`config.mk`:
```
export PLATFORM = sky130hd
export DESIGN_NAME = hazard_ctrl
export DESIGN_NICKNAME = d
export VERILOG_FILES = /design/src/rtl/hazard_ctrl.sv
export SDC_FILE = /design/constraint.sdc
export NUM_CORES = 1
export LEC_CHECK = 0
export ABC_AREA = 1
export CORE_ASPECT_RATIO = 0.8
export CORE_UTILIZATION = 32
export CTS_CLUSTER_DIAMETER = 60
export DETAILED_ROUTE_END_ITERATION = 10
export HOLD_SLACK_MARGIN = 0.05
export PLACE_DENSITY = 0.81
export SYNTH_ARGS = -nofsm -noshare
export SYNTH_HDL_FRONTEND = slang
export SYNTH_SLANG_ARGS = --single-unit
```
`constraint.sdc`:
```
create_clock -name clk_i -period 1.4 [get_ports clk_i]
set_clock_uncertainty 0.2 [all_clocks]
set_input_delay 0.21 -clock clk_i [delete_from_list [all_inputs] [get_ports clk_i]]
set_output_delay 0.21 -clock clk_i [all_outputs]
set_load 0.05 [all_outputs]
```
`src/rtl/hazard_ctrl.sv`:
```
// rtl/hazard_ctrl.sv - pipeline hazard controller for the 5-stage MIPS core
//
// Purpose:
//   Resolves three front-end hazards with fixed priority:
//     1. taken branch/jump in EX  -> flush IF/ID, bubble ID/EX, no stall
//     2. load-use on rs/rt        -> one-cycle freeze of PC and IF/ID, bubble ID/EX
//     3. mult/div issue           -> MD_LATENCY cycles of freeze after the issue cycle
//   All outputs are a Mealy decode of the registered state and the current inputs.
//
// Optional feature:
//   HAZARD_PERF_CNT_EN - when defined, a 16-bit saturating stall-cycle counter is
//   built and driven on stall_cnt_o. When undefined, stall_cnt_o is tied to zero.
//
// Parameters:
//   MD_LATENCY      stall cycles inserted after a mult/div issues (1..16)
//   REG_W           register-specifier width
//
// Ports:
//   clk_i           clock, rising edge
//   rst_i           synchronous active-low reset
//   id_rs_i         rs field of the instruction in ID
//   id_rt_i         rt field of the instruction in ID
//   id_uses_rt_i    ID instruction reads rt as a source
//   id_md_start_i   ID instruction is mult/multu/div/divu
//   idex_memread_i  instruction in EX is a load
//   idex_rt_i       destination rt of the instruction in EX
//   branch_taken_i  branch/jump resolved taken in EX this cycle
//   pc_write_o      PC load enable
//   ifid_write_o    IF/ID register write enable
//   if_flush_o      IF/ID register clear
//   idex_bubble_o   zero ID/EX control fields
//   stall_o         front end frozen this cycle
//   stall_cnt_o     stall-cycle performance counter

module hazard_ctrl #(
    parameter int unsigned MD_LATENCY = 4,
    parameter int unsigned REG_W      = 5
) (
    input  logic             clk_i,
    input  logic             rst_i,
    input  logic [REG_W-1:0] id_rs_i,
    input  logic [REG_W-1:0] id_rt_i,
    input  logic             id_uses_rt_i,
    input  logic             id_md_start_i,
    input  logic             idex_memread_i,
    input  logic [REG_W-1:0] idex_rt_i,
    input  logic             branch_taken_i,
    output logic             pc_write_o,
    output logic             ifid_write_o,
    output logic             if_flush_o,
    output logic             idex_bubble_o,
    output logic             stall_o,
    output logic [15:0]      stall_cnt_o
);

    localparam int unsigned CNT_W = $clog2(MD_LATENCY) + 1;
    // Loaded on issue; MD_BUSY then lasts md_cnt+1 cycles, i.e. MD_LATENCY.
    localparam logic [CNT_W-1:0] MD_RELOAD = CNT_W'(MD_LATENCY - 1);

    typedef enum logic {
        ST_RUN     = 1'b0,
        ST_MD_BUSY = 1'b1
    } state_t;

    state_t           state_q;
    state_t           state_d;
    logic [CNT_W-1:0] md_cnt_q;
    logic [CNT_W-1:0] md_cnt_d;

    logic load_use;
    logic pc_write;
    logic ifid_write;
    logic if_flush;
    logic idex_bubble;
    logic stall;

    // $zero is never a real producer, so a load to r0 cannot create a hazard.
    assign load_use = idex_memread_i
                    & (idex_rt_i != '0)
                    & ((idex_rt_i == id_rs_i)
                       | (id_uses_rt_i & (idex_rt_i == id_rt_i)));

    // State register
    always_ff @(posedge clk_i) begin
        if (!rst_i) begin
            state_q  <= ST_RUN;
            md_cnt_q <= '0;
        end else begin
            state_q  <= state_d;
            md_cnt_q <= md_cnt_d;
        end
    end

    // Next-state logic
    always_comb begin
        state_d  = state_q;
        md_cnt_d = md_cnt_q;
        case (state_q)
            ST_RUN: begin
                // A branch squashes the mult/div; a load-use stall holds it in ID
                // so it issues on a later cycle.
                if (!branch_taken_i && !load_use && id_md_start_i) begin
                    state_d  = ST_MD_BUSY;
                    md_cnt_d = MD_RELOAD;
                end
            end
            ST_MD_BUSY: begin
                // EX holds only bubbles here, so no other hazard can arise.
                if (md_cnt_q == '0) begin
                    state_d = ST_RUN;
                end else begin
                    md_cnt_d = md_cnt_q - CNT_W'(1);
                end
            end
            default: begin
                state_d  = ST_RUN;
                md_cnt_d = '0;
            end
        endcase
    end

    // Output decode
    always_comb begin
        pc_write    = 1'b1;
        ifid_write  = 1'b1;
        if_flush    = 1'b0;
        idex_bubble = 1'b0;
        stall       = 1'b0;
        if (!rst_i) begin
            // Keep the pipeline clean while reset is held.
            pc_write    = 1'b0;
            ifid_write  = 1'b0;
            if_flush    = 1'b1;
            idex_bubble = 1'b1;
        end else begin
            case (state_q)
                ST_RUN: begin
                    if (branch_taken_i) begin
                        if_flush    = 1'b1;
                        idex_bubble = 1'b1;
                    end else if (load_use) begin
                        pc_write    = 1'b0;
                        ifid_write  = 1'b0;
                        idex_bubble = 1'b1;
                        stall       = 1'b1;
                    end
                end
                ST_MD_BUSY: begin
                    pc_write    = 1'b0;
                    ifid_write  = 1'b0;
                    idex_bubble = 1'b1;
                    stall       = 1'b1;
                end
                default: begin
                    pc_write    = 1'b0;
                    ifid_write  = 1'b0;
                    idex_bubble = 1'b1;
                end
            endcase
        end
    end

    assign pc_write_o    = pc_write;
    assign ifid_write_o  = ifid_write;
    assign if_flush_o    = if_flush;
    assign idex_bubble_o = idex_bubble;
    assign stall_o       = stall;

`ifdef HAZARD_PERF_CNT_EN
    logic [15:0] stall_cnt_q;
    logic [15:0] stall_cnt_d;

    always_comb begin
        stall_cnt_d = stall_cnt_q;
        if (stall && (stall_cnt_q != 16'hFFFF)) begin
            stall_cnt_d = stall_cnt_q + 16'd1;
        end
    end

    always_ff @(posedge clk_i) begin
        if (!rst_i) begin
            stall_cnt_q <= 16'h0000;
        end else begin
            stall_cnt_q <= stall_cnt_d;
        end
    end

    assign stall_cnt_o = stall_cnt_q;
`else
    assign stall_cnt_o = 16'h0000;
`endif

endmodule

```
==> key figures <==
Clock tree
  • Htree depth: 1
  • Post-CTS Setup Repair Bufs: 0
  • # hold bufs at CTS: 0
  • TritonCTS clock tree: done
  • Clock slew at reported path FFs: 40 ps
  • Root buffer cell: clkbuf_4
  • Clk_lat worst skew: about 240 ps
  • Num CTS Buffers: 3
  • Max clock buf depth: 2
  • Clk sinks: 4

Logic synthesis
  • Synth warn: 0
  • Yosys reg bits: 4
  • Async S/R FF share, synth: 0%
  • Sequential area share after synthesis: between 10% and 20%
  • Mapped Cells: 110
  • Mapped Avg Cell Area: just under 6 um^2
  • Post-synthesis cell type count: 23
  • Syn Std Cell Area: around 640 um^2
  • Number of flops mapped to enable cells by yosys: 0
  • Ys flop type: dfxtp_1

Power and ir drop
  • Switching part of the total: 45.7%
  • P_leak: approximately 0.65 nW
  • Clock power frac: a little under a fifth
  • Tot Pwr: roughly 0.8 mW
  • Power Density: approximately 660 nW/um^2
  • Register share of total power: between 10% and 20%
  • Switching pwr: 0.357 mW
  • Pint: 0.425 mW
  • Comb power frac: approximately 64%
  • Worst VDD drop: 0.585 mV

Drt
  • Total wire length: around 2000 um
  • Iteration-0 DRC Markers: 8
  • WL/cell: ~12 um
  • DRC violations left: 0
  • Antenna Violating Nets Remaining: 0
  • Pre-Repair DR Iteration Count: 4
  • Via count: between 700 and 800
  • Vias/cell: between 4 and 5

Status
  • Violated checks: setup timing
  • Status: complete, but fails checks

Timing
  • Endpoints failing hold: 0
  • Min Tclk post-route: around 1600 ps
  • Final Slew Violations: 0
  • Setup_tns: -848 ps
  • Hold WS: between 300 and 400 ps
  • RSZ-0062 raised after global routing: true
  • Fmax: ~610 MHz
  • Final WS setup: -229 ps
  • Crit share post-route: 116%
  • Final setup vio count: 6

Critical path
  • Crit Path Max Fanout: 2
  • Worst Path Arrival: roughly 1200 ps
  • CP Capture Type: output port
  • Crit start category: primary input
  • CP Class: primary input to output port
  • Worst Path Required: between 900 and 1000 ps

Global route
  • Number of global-route vias before repair: between 600 and 700
  • Initial antenna violation count: 0
  • Global-route wire length before repair: around 2800 um
  • Grt total ovfl: 0
  • Global-route usage over all layers: 16.9%
  • Largest net degree at the start of global routing: 6

Finish
  • Most frequent cells in the layout: nand2_1 (19), conb_1 (16), nand2_2 (12)
  • Final nets: between 150 and 200
  • Layout Area Growth over Synthesis: 85.3%
  • Design area: 1180 um^2
  • Final core occ: a little over three fifths
  • ANT cells: 0
  • Final Non-Filler Cells: around 170
  • Filler cells: 148
  • Layout cells sized above 1: about 58%
  • Commonest non-fill, non-tap cell in the layout: nand2_1

Flow run
  • Max-Cap Viols: 0

Die
  • Starting density of the core: roughly a third
  • Die ar.: 2180 um^2
  • Core Box Area: 1870 um^2
  • I/O Pins: between 40 and 50
  • Die Ht: 41.9 um
  • FP Rows: 14
  • Die Wd: approximately 52 um

Placed design
  • Pre-CTS setup slack: -754 ps
  • Cells after DPL: around 170
  • Detailed placer's ending HPWL: 1430 um
  • PortBufs: 25
  • Post-Place Cell Area: about 1100 um^2
  • Final GP Congestion: just over 0.9

Min path
  • Worst hold path class: primary input to register
-- power by group through the flow --
stage               logic [mW]  registers [mW]  clock network [mW]
floorplan                0.317           0.135                   0
global placement         0.444           0.133                   0
detailed placement       0.458           0.134                   0
CTS                      0.465           0.133               0.145
global route             0.534           0.134               0.154
finish                   0.503           0.133               0.146
-- routing by layer --
layer	GRT usage, %	vias up	part of all wire (%)
li1	-	369	-
met4	5.95	0	2.0
met3	3.66	4	4.2
met2	30.3	31	56
met5	0	-	0
met1	19.2	354	38
-- state kept, by name, indices dropped and copies added, names as in the netlist --
register  flops
state_q       1
md_cnt_q      3
-- cell usage after synthesis (2+ instances only) --
library cell,instances,area (um^2)
nand3_1,6,30.0
dfxtp_1,4,80.1
ha_1,2,25.0
nor2_1,9,33.8
nand2_1,31,116
inv_1,20,75.1
buf_4,17,128
inv_2,5,18.8
o21ai_1,2,10.0
-- cell families (layout without fill, tap and decap cells) --
family / after synthesis / count (layout) / synth area share (%)
buffers and inverters: 43 / 65 / 37.5
AOI/OAI and AO/OA: 6 / 6 / 5.88
xor gates and xnor gates: 1 / 1 / 1.37
other: 1 / 16 / 0.588
and+or+nand+nor: 53 / 53 / 38.2
DFF: 4 / 4 / 12.5
adders and majority gates: 2 / 2 / 3.92
-- path summary, 6_finish.rpt --
path                            startpoint                       end  slack [ps]  cells past startpoint
setup / recovery                id_rt_i[1]              ifid_write_o        -230                     10
setup reg to reg  md_cnt_q[1]$_SDFFE_PN0P_  md_cnt_q[0]$_SDFFE_PN0P_         -30                      7
hold / removal                idex_rt_i[4]        state_q$_SDFF_PN0_         370                      7
hold reg to reg   md_cnt_q[2]$_SDFFE_PN0P_  md_cnt_q[2]$_SDFFE_PN0P_         410                      4
-- worst max-delay path: stages --
cell and delay, ps:
buf_6 100, inv_2 60, nand2_2 60, nand2_1 50, nor2_1 40, nand3_1 100, nand2_2 80, a31oi_4 170
and2_4 190, buf_12 130
-- area by class of cell --
type / count / area [um^2] / area share [%]
timing repair buffer: 36 / 385 / 32.6
multi-input combinational: 78 / 509 / 43.1
inverter: 26 / 151 / 12.8
clock buffer: 3 / 22.5 / 1.90
sequential: 4 / 83.8 / 7.09
tap: 24 / 30.0 / 2.54
-- timing repair --
item	4_1_cts	5_1_grt
setup endpoints to repair	9	8
gates resized for setup	59	51
cloned	0	0
endpoints found under the hold margin	0	0
pin swaps	17	20
No activity file was read; power rests on OpenSTA's default activity.
